===== config.mk =====
export PLATFORM = sky130hd
export DESIGN_NAME = ysyx_23060201_mem_arbiter_flat
export DESIGN_NICKNAME = d
export VERILOG_FILES = /design/src/rtl/ysyx_23060201_mem_arbiter_if.sv /design/src/rtl/ysyx_23060201_mem_arbiter.sv /design/src/flat_wrapper.sv
export SDC_FILE = /design/constraint.sdc
export NUM_CORES = 1
export LEC_CHECK = 0
export CAP_MARGIN = 10
export CORE_AREA = 2 2 112 114
export CTS_BUF_LIST = sky130_fd_sc_hd__clkbuf_4 sky130_fd_sc_hd__clkbuf_8
export CTS_CLUSTER_DIAMETER = 200
export DETAILED_ROUTE_END_ITERATION = 8
export DIE_AREA = 0 0 114 116
export GPL_TIMING_DRIVEN = 0
export HOLD_SLACK_MARGIN = 0.15
export MAX_ROUTING_LAYER = met4
export PLACE_DENSITY = 0.95
export SLEW_MARGIN = 10
export SYNTH_ARGS = -nofsm -noshare
export SYNTH_HDL_FRONTEND = slang
export SYNTH_SLANG_ARGS = --single-unit

===== constraint.sdc =====
create_clock -name clk -period 3.5 [get_ports clk]
set_input_delay 0.7 -clock clk [delete_from_list [all_inputs] [get_ports clk]]
set_output_delay 0.7 -clock clk [all_outputs]
set_load 0.01 [all_outputs]

===== src/rtl/ysyx_23060201_mem_arbiter_if.sv =====
// Bus bundle between the IFU/LSU masters, the arbiter and the memory access unit.
// The slave modport is the arbiter's view; master is the environment's view.
interface ysyx_23060201_mem_arbiter_if #(
  parameter int ADDR_WIDTH = 32,
  parameter int DATA_WIDTH = 32
);
  logic                  ifu_req_valid;
  logic                  ifu_req_ready;
  logic [ADDR_WIDTH-1:0] ifu_req_addr;
  logic                  ifu_resp_valid;
  logic                  ifu_resp_ready;
  logic [DATA_WIDTH-1:0] ifu_resp_rdata;
  logic                  ifu_resp_err;

  logic                  lsu_req_valid;
  logic                  lsu_req_ready;
  logic [ADDR_WIDTH-1:0] lsu_req_addr;
  logic                  lsu_req_wen;
  logic [DATA_WIDTH-1:0] lsu_req_wdata;
  logic [7:0]            lsu_req_wmask;
  logic                  lsu_resp_valid;
  logic                  lsu_resp_ready;
  logic [DATA_WIDTH-1:0] lsu_resp_rdata;
  logic                  lsu_resp_err;

  logic                  mem_req_valid;
  logic                  mem_req_ready;
  logic [ADDR_WIDTH-1:0] mem_addr;
  logic                  mem_wen;
  logic [DATA_WIDTH-1:0] mem_wdata;
  logic [7:0]            mem_wmask;
  logic                  mem_resp_valid;
  logic [DATA_WIDTH-1:0] mem_resp_rdata;

  modport slave (
    input  ifu_req_valid, ifu_req_addr, ifu_resp_ready,
    input  lsu_req_valid, lsu_req_addr, lsu_req_wen, lsu_req_wdata, lsu_req_wmask,
    input  lsu_resp_ready,
    input  mem_req_ready, mem_resp_valid, mem_resp_rdata,
    output ifu_req_ready, ifu_resp_valid, ifu_resp_rdata, ifu_resp_err,
    output lsu_req_ready, lsu_resp_valid, lsu_resp_rdata, lsu_resp_err,
    output mem_req_valid, mem_addr, mem_wen, mem_wdata, mem_wmask
  );

  modport master (
    output ifu_req_valid, ifu_req_addr, ifu_resp_ready,
    output lsu_req_valid, lsu_req_addr, lsu_req_wen, lsu_req_wdata, lsu_req_wmask,
    output lsu_resp_ready,
    output mem_req_ready, mem_resp_valid, mem_resp_rdata,
    input  ifu_req_ready, ifu_resp_valid, ifu_resp_rdata, ifu_resp_err,
    input  lsu_req_ready, lsu_resp_valid, lsu_resp_rdata, lsu_resp_err,
    input  mem_req_valid, mem_addr, mem_wen, mem_wdata, mem_wmask
  );
endinterface


===== src/rtl/ysyx_23060201_mem_arbiter.sv =====
// Round-robin IFU/LSU arbiter for the single physical-memory port: one transaction
// in flight, registered memory request, response routed to the owner, timeout error.
module ysyx_23060201_mem_arbiter #(
  parameter int ADDR_WIDTH = 32,
  parameter int DATA_WIDTH = 32,
  parameter int TIMEOUT    = 255
) (
  input  logic clk,
  input  logic rst,
  ysyx_23060201_mem_arbiter_if.slave bus,
  output logic busy,
  output logic owner_lsu
);

  localparam logic [1:0] S_IDLE  = 2'd0;
  localparam logic [1:0] S_ISSUE = 2'd1;
  localparam logic [1:0] S_WAIT  = 2'd2;
  localparam logic [1:0] S_RESP  = 2'd3;

  localparam int              CNT_W    = (TIMEOUT > 2) ? $clog2(TIMEOUT) : 1;
  localparam logic [CNT_W-1:0] CNT_LAST = CNT_W'(TIMEOUT - 1);

  typedef struct packed {
    logic                  lsu;
    logic [ADDR_WIDTH-1:0] addr;
    logic                  wen;
    logic [DATA_WIDTH-1:0] wdata;
    logic [7:0]            wmask;
  } req_t;

  logic [1:0]            r_state;
  req_t                  r_req;
  logic                  r_last_lsu;
  logic [CNT_W-1:0]      r_cnt;
  logic [DATA_WIDTH-1:0] r_rdata;
  logic                  r_err;

  logic w_idle;
  logic w_any;
  logic w_grant_lsu;
  logic w_timeout;
  logic w_owner_ack;
  req_t w_new;

  // Tie-break toward whichever master did not win last time.
  assign w_any       = bus.ifu_req_valid | bus.lsu_req_valid;
  assign w_grant_lsu = bus.lsu_req_valid & (~bus.ifu_req_valid | ~r_last_lsu);
  assign w_idle      = (r_state == S_IDLE) & ~rst;
  assign w_timeout   = ((r_state == S_ISSUE) | (r_state == S_WAIT)) & (r_cnt == CNT_LAST);
  assign w_owner_ack = r_req.lsu ? bus.lsu_resp_ready : bus.ifu_resp_ready;

  always_comb begin
    w_new = '0;
    if (w_grant_lsu) begin
      w_new.lsu   = 1'b1;
      w_new.addr  = bus.lsu_req_addr;
      w_new.wen   = bus.lsu_req_wen;
      w_new.wdata = bus.lsu_req_wdata;
      w_new.wmask = bus.lsu_req_wen ? bus.lsu_req_wmask : 8'h00;
    end else begin
      w_new.addr  = bus.ifu_req_addr;
    end
  end

  always_ff @(posedge clk) begin
    if (rst) begin
      r_state    <= S_IDLE;
      r_req      <= '0;
      r_last_lsu <= 1'b1;
      r_cnt      <= '0;
      r_rdata    <= '0;
      r_err      <= 1'b0;
    end else begin
      case (r_state)
        S_IDLE: begin
          if (w_any) begin
            r_req      <= w_new;
            r_last_lsu <= w_grant_lsu;
            r_cnt      <= '0;
            r_state    <= S_ISSUE;
          end
        end
        S_ISSUE: begin
          r_cnt <= r_cnt + CNT_W'(1);
          if (w_timeout) begin
            r_rdata <= '0;
            r_err   <= 1'b1;
            r_state <= S_RESP;
          end else if (bus.mem_req_ready) begin
            r_state <= S_WAIT;
          end
        end
        S_WAIT: begin
          r_cnt <= r_cnt + CNT_W'(1);
          // A completion in the final cycle still beats the timeout.
          if (bus.mem_resp_valid) begin
            r_rdata <= r_req.wen ? '0 : bus.mem_resp_rdata;
            r_err   <= 1'b0;
            r_state <= S_RESP;
          end else if (w_timeout) begin
            r_rdata <= '0;
            r_err   <= 1'b1;
            r_state <= S_RESP;
          end
        end
        default: begin
          if (w_owner_ack) r_state <= S_IDLE;
        end
      endcase
    end
  end

  assign bus.ifu_req_ready  = w_idle & bus.ifu_req_valid & ~w_grant_lsu;
  assign bus.lsu_req_ready  = w_idle & w_grant_lsu;

  assign bus.mem_req_valid  = (r_state == S_ISSUE);
  assign bus.mem_addr       = r_req.addr;
  assign bus.mem_wen        = r_req.wen;
  assign bus.mem_wdata      = r_req.wdata;
  assign bus.mem_wmask      = r_req.wmask;

  assign bus.ifu_resp_valid = (r_state == S_RESP) & ~r_req.lsu;
  assign bus.lsu_resp_valid = (r_state == S_RESP) &  r_req.lsu;
  assign bus.ifu_resp_rdata = r_rdata;
  assign bus.lsu_resp_rdata = r_rdata;
  assign bus.ifu_resp_err   = r_err;
  assign bus.lsu_resp_err   = r_err;

  assign busy      = (r_state != S_IDLE);
  assign owner_lsu = r_req.lsu;

endmodule


===== src/flat_wrapper.sv =====
// flat-port wrapper written by rule: the top's interface ports become plain ports
module ysyx_23060201_mem_arbiter_flat 
#(
  parameter int ADDR_WIDTH = 32,
  parameter int DATA_WIDTH = 32,
  parameter int TIMEOUT    = 255
)
  (clk, rst, busy, owner_lsu, bus_ifu_req_valid, bus_ifu_req_addr, bus_ifu_resp_ready, bus_lsu_req_valid, bus_lsu_req_addr, bus_lsu_req_wen, bus_lsu_req_wdata, bus_lsu_req_wmask, bus_lsu_resp_ready, bus_mem_req_ready, bus_mem_resp_valid, bus_mem_resp_rdata, bus_ifu_req_ready, bus_ifu_resp_valid, bus_ifu_resp_rdata, bus_ifu_resp_err, bus_lsu_req_ready, bus_lsu_resp_valid, bus_lsu_resp_rdata, bus_lsu_resp_err, bus_mem_req_valid, bus_mem_addr, bus_mem_wen, bus_mem_wdata, bus_mem_wmask);
  ysyx_23060201_mem_arbiter_if #(.ADDR_WIDTH(ADDR_WIDTH), .DATA_WIDTH(DATA_WIDTH)) bus_i ();
  input  logic clk;
  input  logic rst;
  output logic busy;
  output logic owner_lsu;
  input wire logic [$bits(bus_i.ifu_req_valid)-1:0] bus_ifu_req_valid;
  input wire logic [$bits(bus_i.ifu_req_addr)-1:0] bus_ifu_req_addr;
  input wire logic [$bits(bus_i.ifu_resp_ready)-1:0] bus_ifu_resp_ready;
  input wire logic [$bits(bus_i.lsu_req_valid)-1:0] bus_lsu_req_valid;
  input wire logic [$bits(bus_i.lsu_req_addr)-1:0] bus_lsu_req_addr;
  input wire logic [$bits(bus_i.lsu_req_wen)-1:0] bus_lsu_req_wen;
  input wire logic [$bits(bus_i.lsu_req_wdata)-1:0] bus_lsu_req_wdata;
  input wire logic [$bits(bus_i.lsu_req_wmask)-1:0] bus_lsu_req_wmask;
  input wire logic [$bits(bus_i.lsu_resp_ready)-1:0] bus_lsu_resp_ready;
  input wire logic [$bits(bus_i.mem_req_ready)-1:0] bus_mem_req_ready;
  input wire logic [$bits(bus_i.mem_resp_valid)-1:0] bus_mem_resp_valid;
  input wire logic [$bits(bus_i.mem_resp_rdata)-1:0] bus_mem_resp_rdata;
  output wire logic [$bits(bus_i.ifu_req_ready)-1:0] bus_ifu_req_ready;
  output wire logic [$bits(bus_i.ifu_resp_valid)-1:0] bus_ifu_resp_valid;
  output wire logic [$bits(bus_i.ifu_resp_rdata)-1:0] bus_ifu_resp_rdata;
  output wire logic [$bits(bus_i.ifu_resp_err)-1:0] bus_ifu_resp_err;
  output wire logic [$bits(bus_i.lsu_req_ready)-1:0] bus_lsu_req_ready;
  output wire logic [$bits(bus_i.lsu_resp_valid)-1:0] bus_lsu_resp_valid;
  output wire logic [$bits(bus_i.lsu_resp_rdata)-1:0] bus_lsu_resp_rdata;
  output wire logic [$bits(bus_i.lsu_resp_err)-1:0] bus_lsu_resp_err;
  output wire logic [$bits(bus_i.mem_req_valid)-1:0] bus_mem_req_valid;
  output wire logic [$bits(bus_i.mem_addr)-1:0] bus_mem_addr;
  output wire logic [$bits(bus_i.mem_wen)-1:0] bus_mem_wen;
  output wire logic [$bits(bus_i.mem_wdata)-1:0] bus_mem_wdata;
  output wire logic [$bits(bus_i.mem_wmask)-1:0] bus_mem_wmask;
  assign bus_i.ifu_req_valid = bus_ifu_req_valid;
  assign bus_i.ifu_req_addr = bus_ifu_req_addr;
  assign bus_i.ifu_resp_ready = bus_ifu_resp_ready;
  assign bus_i.lsu_req_valid = bus_lsu_req_valid;
  assign bus_i.lsu_req_addr = bus_lsu_req_addr;
  assign bus_i.lsu_req_wen = bus_lsu_req_wen;
  assign bus_i.lsu_req_wdata = bus_lsu_req_wdata;
  assign bus_i.lsu_req_wmask = bus_lsu_req_wmask;
  assign bus_i.lsu_resp_ready = bus_lsu_resp_ready;
  assign bus_i.mem_req_ready = bus_mem_req_ready;
  assign bus_i.mem_resp_valid = bus_mem_resp_valid;
  assign bus_i.mem_resp_rdata = bus_mem_resp_rdata;
  assign bus_ifu_req_ready = bus_i.ifu_req_ready;
  assign bus_ifu_resp_valid = bus_i.ifu_resp_valid;
  assign bus_ifu_resp_rdata = bus_i.ifu_resp_rdata;
  assign bus_ifu_resp_err = bus_i.ifu_resp_err;
  assign bus_lsu_req_ready = bus_i.lsu_req_ready;
  assign bus_lsu_resp_valid = bus_i.lsu_resp_valid;
  assign bus_lsu_resp_rdata = bus_i.lsu_resp_rdata;
  assign bus_lsu_resp_err = bus_i.lsu_resp_err;
  assign bus_mem_req_valid = bus_i.mem_req_valid;
  assign bus_mem_addr = bus_i.mem_addr;
  assign bus_mem_wen = bus_i.mem_wen;
  assign bus_mem_wdata = bus_i.mem_wdata;
  assign bus_mem_wmask = bus_i.mem_wmask;
  ysyx_23060201_mem_arbiter #(.ADDR_WIDTH(ADDR_WIDTH), .DATA_WIDTH(DATA_WIDTH), .TIMEOUT(TIMEOUT)) u_core (.clk(clk), .rst(rst), .bus(bus_i), .busy(busy), .owner_lsu(owner_lsu));
endmodule

==> impl_metrics.tcl, run 1 <==
set metrics [dict create \
    p_switching_mw 1.59 \
    grt_pass1_vias 4952 \
    cts_sinks 118 \
    nets 972 \
    path_class "input port to output pin" \
    outcome "completed" \
    syn-num-nets 663 \
    initial_utilization 0.416 \
    avgSynthCellArea_um2 9.67 \
    dr.pass1.iters 5 \
    critPathCaptureType "output pin" \
    ys_async_sr_fraction 0 \
    slew_headroom 0.514 \
    fin_setup_tns_ns 0 \
    postSynthCellCount 512 \
    cts.clk_slew.worst_paths_ns 0.06 \
    setup_viol 0 \
    cp-start-kind "input port" \
    switching_share 0.330 \
    clock_path_buffers 2 \
    fill_cells 920 \
    drc 0 \
    layout-drive-gt1-share 0.106 \
    comb_power_share 0.370 \
    cts_hold_buf 0 \
    gr-max-usage-layer "met2" \
    worstSkewPairLatency_ns 0.42 \
    grt_max_degree 17 \
    stdcell_count 981 \
    synth_top_area_share 0.477 \
    grt-ovfl-total 0 \
    grt_use_met3 0.0528 \
    place_congestion 0.899 \
    boundaryPins 291 \
    synth-edff-count 0 \
    antenna_cells 0 \
    synth_common_cells "dfxtp_1, nor2_1, a21oi_1" \
    vdd_drop_max_v 0.000335 \
    routed_wl_mm 16.4 \
    worstMarginPinSlew_ns 0.725 \
    cts_buffers 17 \
    num_vias 4952 \
    areaGrowthSynthToFinish_pct 70.9 \
    finalPower_mw 4.82 \
    clockRootBuffer "clkbuf_8" \
    hold_path_class "flip-flop to flip-flop" \
    synth-main-ff-cell "dfxtp_1" \
    coreArea_mm2 0.0119 \
    slew_viol_final 0 \
    max_cap_viol_count 0 \
    wl_per_cell_um 16.8 \
    rows 40 \
    synth_seq_cells 118 \
    gr-usage-all-layers 0.251 \
    avgViaCountPerCell 5.05 \
    io_buffer_count 290 \
    cp_max_fo 10 \
    rsz0062_at_grt "false" \
    synthesis.area_mm2 0.00495 \
    die_h_um 116 \
    ant_nets 0 \
    yosysTopAreaCell "dfxtp_1" \
    synth-seq-area-share 0.477 \
    dr.first_iter.drc_count 278 \
    power.density_mw_per_mm2 569 \
    fp.dieW_um 114 \
    grt_pass1_wl_mm 25.1 \
    crit_required_ns 2.80 \
    crit_arrival_ns 2.62 \
    seqPwrFrac 0.359 \
    use_met2 0.424 \
    finalCritPeriodShare 0.950 \
    finalHoldWorstSlack_ns 0.475 \
    clkPwrFrac 0.271 \
    period_minus_slack_ns 3.32 \
    synth_area_leaders "dfxtp_1, mux2i_1, nor2_1" \
    dpl.cell_count 949 \
    p_leak_nw 3.27 \
    dp_hpwl_mm 12.7 \
    dieArea_mm2 0.0132 \
    hold_violations 0 \
    skew_ns 0.0140 \
    cts_tree "done" \
    htreeDepth 4 \
    synth_cell_types 38 \
    antenna_found_initial 0 \
    synth_most_common_cell "dfxtp_1" \
    yosysWarnings 0 \
    internal_power_mw 3.23 \
    fmax_ghz 0.301 \
    met1_usage 0.290 \
]
[kinds of logic (layout without fill, tap and decap cells)]
family / after synthesis / after routing / share of synthesized area
adder cells (fa/ha/maj): 6 / 6 / 0.0152
multiplexers: 33 / 33 / 0.0667
AND/OR/NAND/NOR: 145 / 145 / 0.152
XOR/XNOR: 6 / 6 / 0.0106
flip-flops: 118 / 118 / 0.477
buffers and inverters: 80 / 402 / 0.101
AO/OA/AOI/OAI: 124 / 124 / 0.178
[path summary, 6_finish.rpt]
check / startpoint / endpoint / slack, ns / cells after the start
hold reg to reg: u_core.bus.mem_wdata[5]$_SDFFE_PP0P_ / u_core.bus.mem_wdata[5]$_SDFFE_PP0P_ / 0.47 / 1
setup reg to reg: u_core.r_state[0]$_SDFFE_PP0P_ / u_core.bus.ifu_resp_rdata[28]$_SDFFE_PP0P_ / 1.42 / 8
hold / removal: u_core.bus.mem_wdata[5]$_SDFFE_PP0P_ / u_core.bus.mem_wdata[5]$_SDFFE_PP0P_ / 0.47 / 1
setup / recovery: bus_ifu_req_valid / bus_lsu_req_ready / 0.18 / 7
[layout make-up]
type	instances	area, um2	share of cell area
repair buffers	290	2910	0.343
flip-flops and latches	118	2360	0.279
multi-input cells	314	2090	0.247
plain buffers	73	472	0.0557
clock buffers	18	248	0.0293
well taps	147	184	0.0217
clock inverters	14	175	0.0207
inverters	7	26.3	0.00310
[metal layers]
| layer | up-vias | wire length [um] |
|---|---|---|
| met3 | 35 | 729 |
| li1 | 2407 | - |
| met1 | 2345 | 6740 |
| met2 | 165 | 8490 |
| met5 | - | 0 |
| met4 | 0 | 475 |
[cells in the final DEF (no fill, tap or decap), types with 4 or more instances in the layout]
cell	count
dfxtp_1	118
inv_1	7
nor2_1	86
a22o_1	32
buf_1	6
clkbuf_1	15
clkinv_4	4
xnor2_1	6
buf_2	11
a22oi_1	8
mux2i_1	33
nor3b_1	33
ha_1	6
buf_4	33
clkdlybuf4s50_1	289
a211oi_1	33
nand2_1	4
nand4_1	4
clkbuf_8	18
a21oi_1	37
buf_6	8
[worst max-delay path, stage by stage]
cell	delay, ns
clkdlybuf4s50_1	0.53
a21boi_1	0.22
buf_6	0.17
and3_1	0.19
buf_6	0.14
buf_6	0.14
clkdlybuf4s50_1	0.54
[flip-flops by register name (all words and copies together) (netlist names)]
register and count:
u_core.owner_lsu 1, u_core.bus.mem_wdata 32, u_core.bus.mem_wmask 8, u_core.r_state 2, u_core.bus.mem_wen 1, u_core.bus.mem_addr 32
u_core.bus.ifu_resp_err 1, u_core.r_cnt 8, u_core.bus.ifu_resp_rdata 32, u_core.r_last_lsu 1
[per-stage QoR]
stage           util  instance area, um2  setup WS, ns
3_3_place_gp   0.675                8040         0.123
6_report       0.711                8460         0.177
2_1_floorplan      -                4950          1.34
3_5_place_dp   0.675                8040        0.0941
5_1_grt        0.711                8460        0.0594
4_1_cts        0.710                8460        0.0932
[power groups by stage]
stage | clock network [mW] | registers, mW | logic, mW
2_1_floorplan | 0 | 1.83 | 0.788
3_3_place_gp | 0 | 1.74 | 1.73
3_5_place_dp | 0 | 1.75 | 1.77
4_1_cts | 1.33 | 1.73 | 1.78
5_1_grt | 1.40 | 1.75 | 1.92
6_report | 1.31 | 1.73 | 1.78
[what timing repair did]
action | in CTS | in global routing
resized for setup | 0 | 1
buffers inserted | 0 | 0
endpoints found under the setup margin | 0 | 1
(Power assumes the default switching activity.)
==> run 2: changes to the inputs <==
--- a/config.mk
+++ b/config.mk
@@ -11,11 +11,10 @@
 export CTS_CLUSTER_DIAMETER = 200
 export DETAILED_ROUTE_END_ITERATION = 8
 export DIE_AREA = 0 0 114 116
-export GPL_TIMING_DRIVEN = 0
+export DONT_BUFFER_PORTS = 1
 export HOLD_SLACK_MARGIN = 0.15
 export MAX_ROUTING_LAYER = met4
-export PLACE_DENSITY = 0.95
-export SLEW_MARGIN = 10
+export PLACE_DENSITY = 0.67
 export SYNTH_ARGS = -nofsm -noshare
 export SYNTH_HDL_FRONTEND = slang
 export SYNTH_SLANG_ARGS = --single-unit
==> impl_metrics.tcl, run 2 (same netlist as run 1, synthesis figures left out) <==
set metrics [dict create \
    outcome "completed" \
    layout-drive-gt1-share 0.0964 \
    grt-ovfl-total 0 \
    setup_viol 0 \
    switching_share 0.341 \
    cts_tree "done" \
    crit_required_ns 2.80 \
    dr.pass1.iters 4 \
    slowest_delay_ns 0.63 \
    finalHoldWorstSlack_ns 0.359 \
    r2r-end "u_core.bus.mem_addr[0]$_SDFFE_PP0P_" \
    boundaryPins 291 \
    period_minus_slack_ns 2.80 \
    worstSkewPairLatency_ns 0.41 \
    areaGrowthSynthToFinish_pct 4.12 \
    vdd_drop_max_v 0.000426 \
    worst_hold_startpoint "rst" \
    path_class "flip-flop to output pin" \
    grt_pass1_vias 3302 \
    antenna_cells 0 \
    post-cts-setup-buffer-count 0 \
    final_util 0.433 \
    placed_area_mm2 0.00473 \
    path_buf_inv 2 \
    cts_buffers 17 \
    cpMostUsedCell "inv_1" \
    cts_hold_buf 0 \
    p_switching_mw 1.38 \
    crit_chain "inv_1 > ha_1 > inv_1 > nor4_1" \
    rr_startpoint "u_core.r_state[0]$_SDFFE_PP0P_" \
    dieArea_mm2 0.0132 \
    seqPwrFrac 0.466 \
    cp-start-kind "flip-flop" \
    io_buffer_count 0 \
    num_vias 3542 \
    whs_endpoint "u_core.bus.mem_wmask[6]$_SDFFE_PP0P_" \
    gr-usage-all-layers 0.175 \
    ant_nets 0 \
    place_congestion 0.810 \
    rsz0062_at_grt "false" \
    avgViaCountPerCell 5.68 \
    power.density_mw_per_mm2 783 \
    max_cap_viol_count 0 \
    p_leak_nw 1.93 \
    crit_arrival_ns 2.10 \
    drc 0 \
    skew_ns 0.00716 \
    worst_hold_path.num_cells 1 \
    clockRootBuffer "clkbuf_8" \
    hold_violations 0 \
    r2r_slack_ns 1.20 \
    cts_sinks 118 \
    finalPower_mw 4.04 \
    routed_wl_mm 11.7 \
    fp.dieW_um 114 \
    final_area_mm2 0.00515 \
    cp_max_fo 9 \
    worstMarginPinSlew_ns 0.985 \
    nets 615 \
    path_delay_family "simple AND/OR/NAND/NOR gates" \
    antenna_found_initial 0 \
    hold_path_class "input port to flip-flop" \
    critPathCaptureType "output pin" \
    dr.first_iter.drc_count 208 \
    cts.clk_slew.worst_paths_ns 0.07 \
    grt_max_degree 55 \
    final_common_cell "dfxtp_1" \
    reg2reg_depth 7 \
    comb_power_share 0.214 \
    dp_hpwl_mm 8.63 \
    internal_power_mw 2.66 \
    slew_headroom 0.344 \
    fmax_ghz 0.357 \
    grt_pass1_wl_mm 17.2 \
    initial_utilization 0.416 \
    ctsResizeCount 0 \
    die_h_um 116 \
    layout_common_cells "dfxtp_1, nor2_1, a21oi_1" \
    coreArea_mm2 0.0119 \
    fin_setup_tns_ns 0 \
    clkPwrFrac 0.320 \
    finalCritPeriodShare 0.800 \
    slew_viol_final 0 \
    crit_path_top_delay_cell "nor4_1" \
    rows 40 \
    wl_per_cell_um 18.8 \
    clock_path_buffers 2 \
    htreeDepth 4 \
]
[run 2: per-stage QoR]
step	instances	setup WS, ns
after global routing	624	0.421
after detailed placement	592	1.01
after floorplan	512	1.34
after CTS	624	0.535
after global placement	592	1.01
final	624	0.702
[run 2: layout make-up]
class / count / area (um2)
Fill cell: 1164 / 6760
Sequential cell: 118 / 2360
Multi-Input combinational cell: 314 / 2120
Clock buffer: 20 / 269
Tap cell: 147 / 184
Clock inverter: 12 / 151
Timing Repair Buffer: 6 / 45.0
Inverter: 7 / 26.3
[run 2: worst max-delay path by stage]
stage	startpoint	end	cells after the start
4_1_cts	u_core.r_state[0]$_SDFFE_PP0P_	bus_ifu_req_ready	4
2_1_floorplan	bus_lsu_req_valid	bus_ifu_req_ready	4
5_1_grt	u_core.r_state[0]$_SDFFE_PP0P_	bus_ifu_req_ready	4
6_report	u_core.r_state[0]$_SDFFE_PP0P_	bus_ifu_req_ready	4
3_3_place_gp	u_core.r_state[0]$_SDFFE_PP0P_	bus_ifu_req_ready	4
3_5_place_dp	u_core.r_state[0]$_SDFFE_PP0P_	bus_ifu_req_ready	4
[run 2: routing by layer]
layer,track usage,part of all wire,wire length [um]
met5,-,0,0
met4,0.0634,0.013,158
met3,0.0685,0.076,893
met2,0.284,0.50,5850
met1,0.197,0.41,4810
[run 2: worst register-to-register path, delay by kind of cell (launching register included)]
kind / cells / cell delay (ns)
AO/OA/AOI/OAI: 1 / 0.22
flip-flops: 1 / 0.33
AND/OR/NAND/NOR: 2 / 0.48
buffers and inverters: 3 / 0.79
adder cells (fa/ha/maj): 1 / 0.39
[run 2: power groups by stage]
stage / clock network (mW) / registers [mW] / logic, mW
floorplan: 0 / 1.83 / 0.788
global placement: 0 / 1.91 / 0.839
detailed placement: 0 / 1.91 / 0.877
CTS: 1.33 / 1.88 / 0.876
global route: 1.40 / 1.91 / 0.976
finish: 1.29 / 1.88 / 0.864
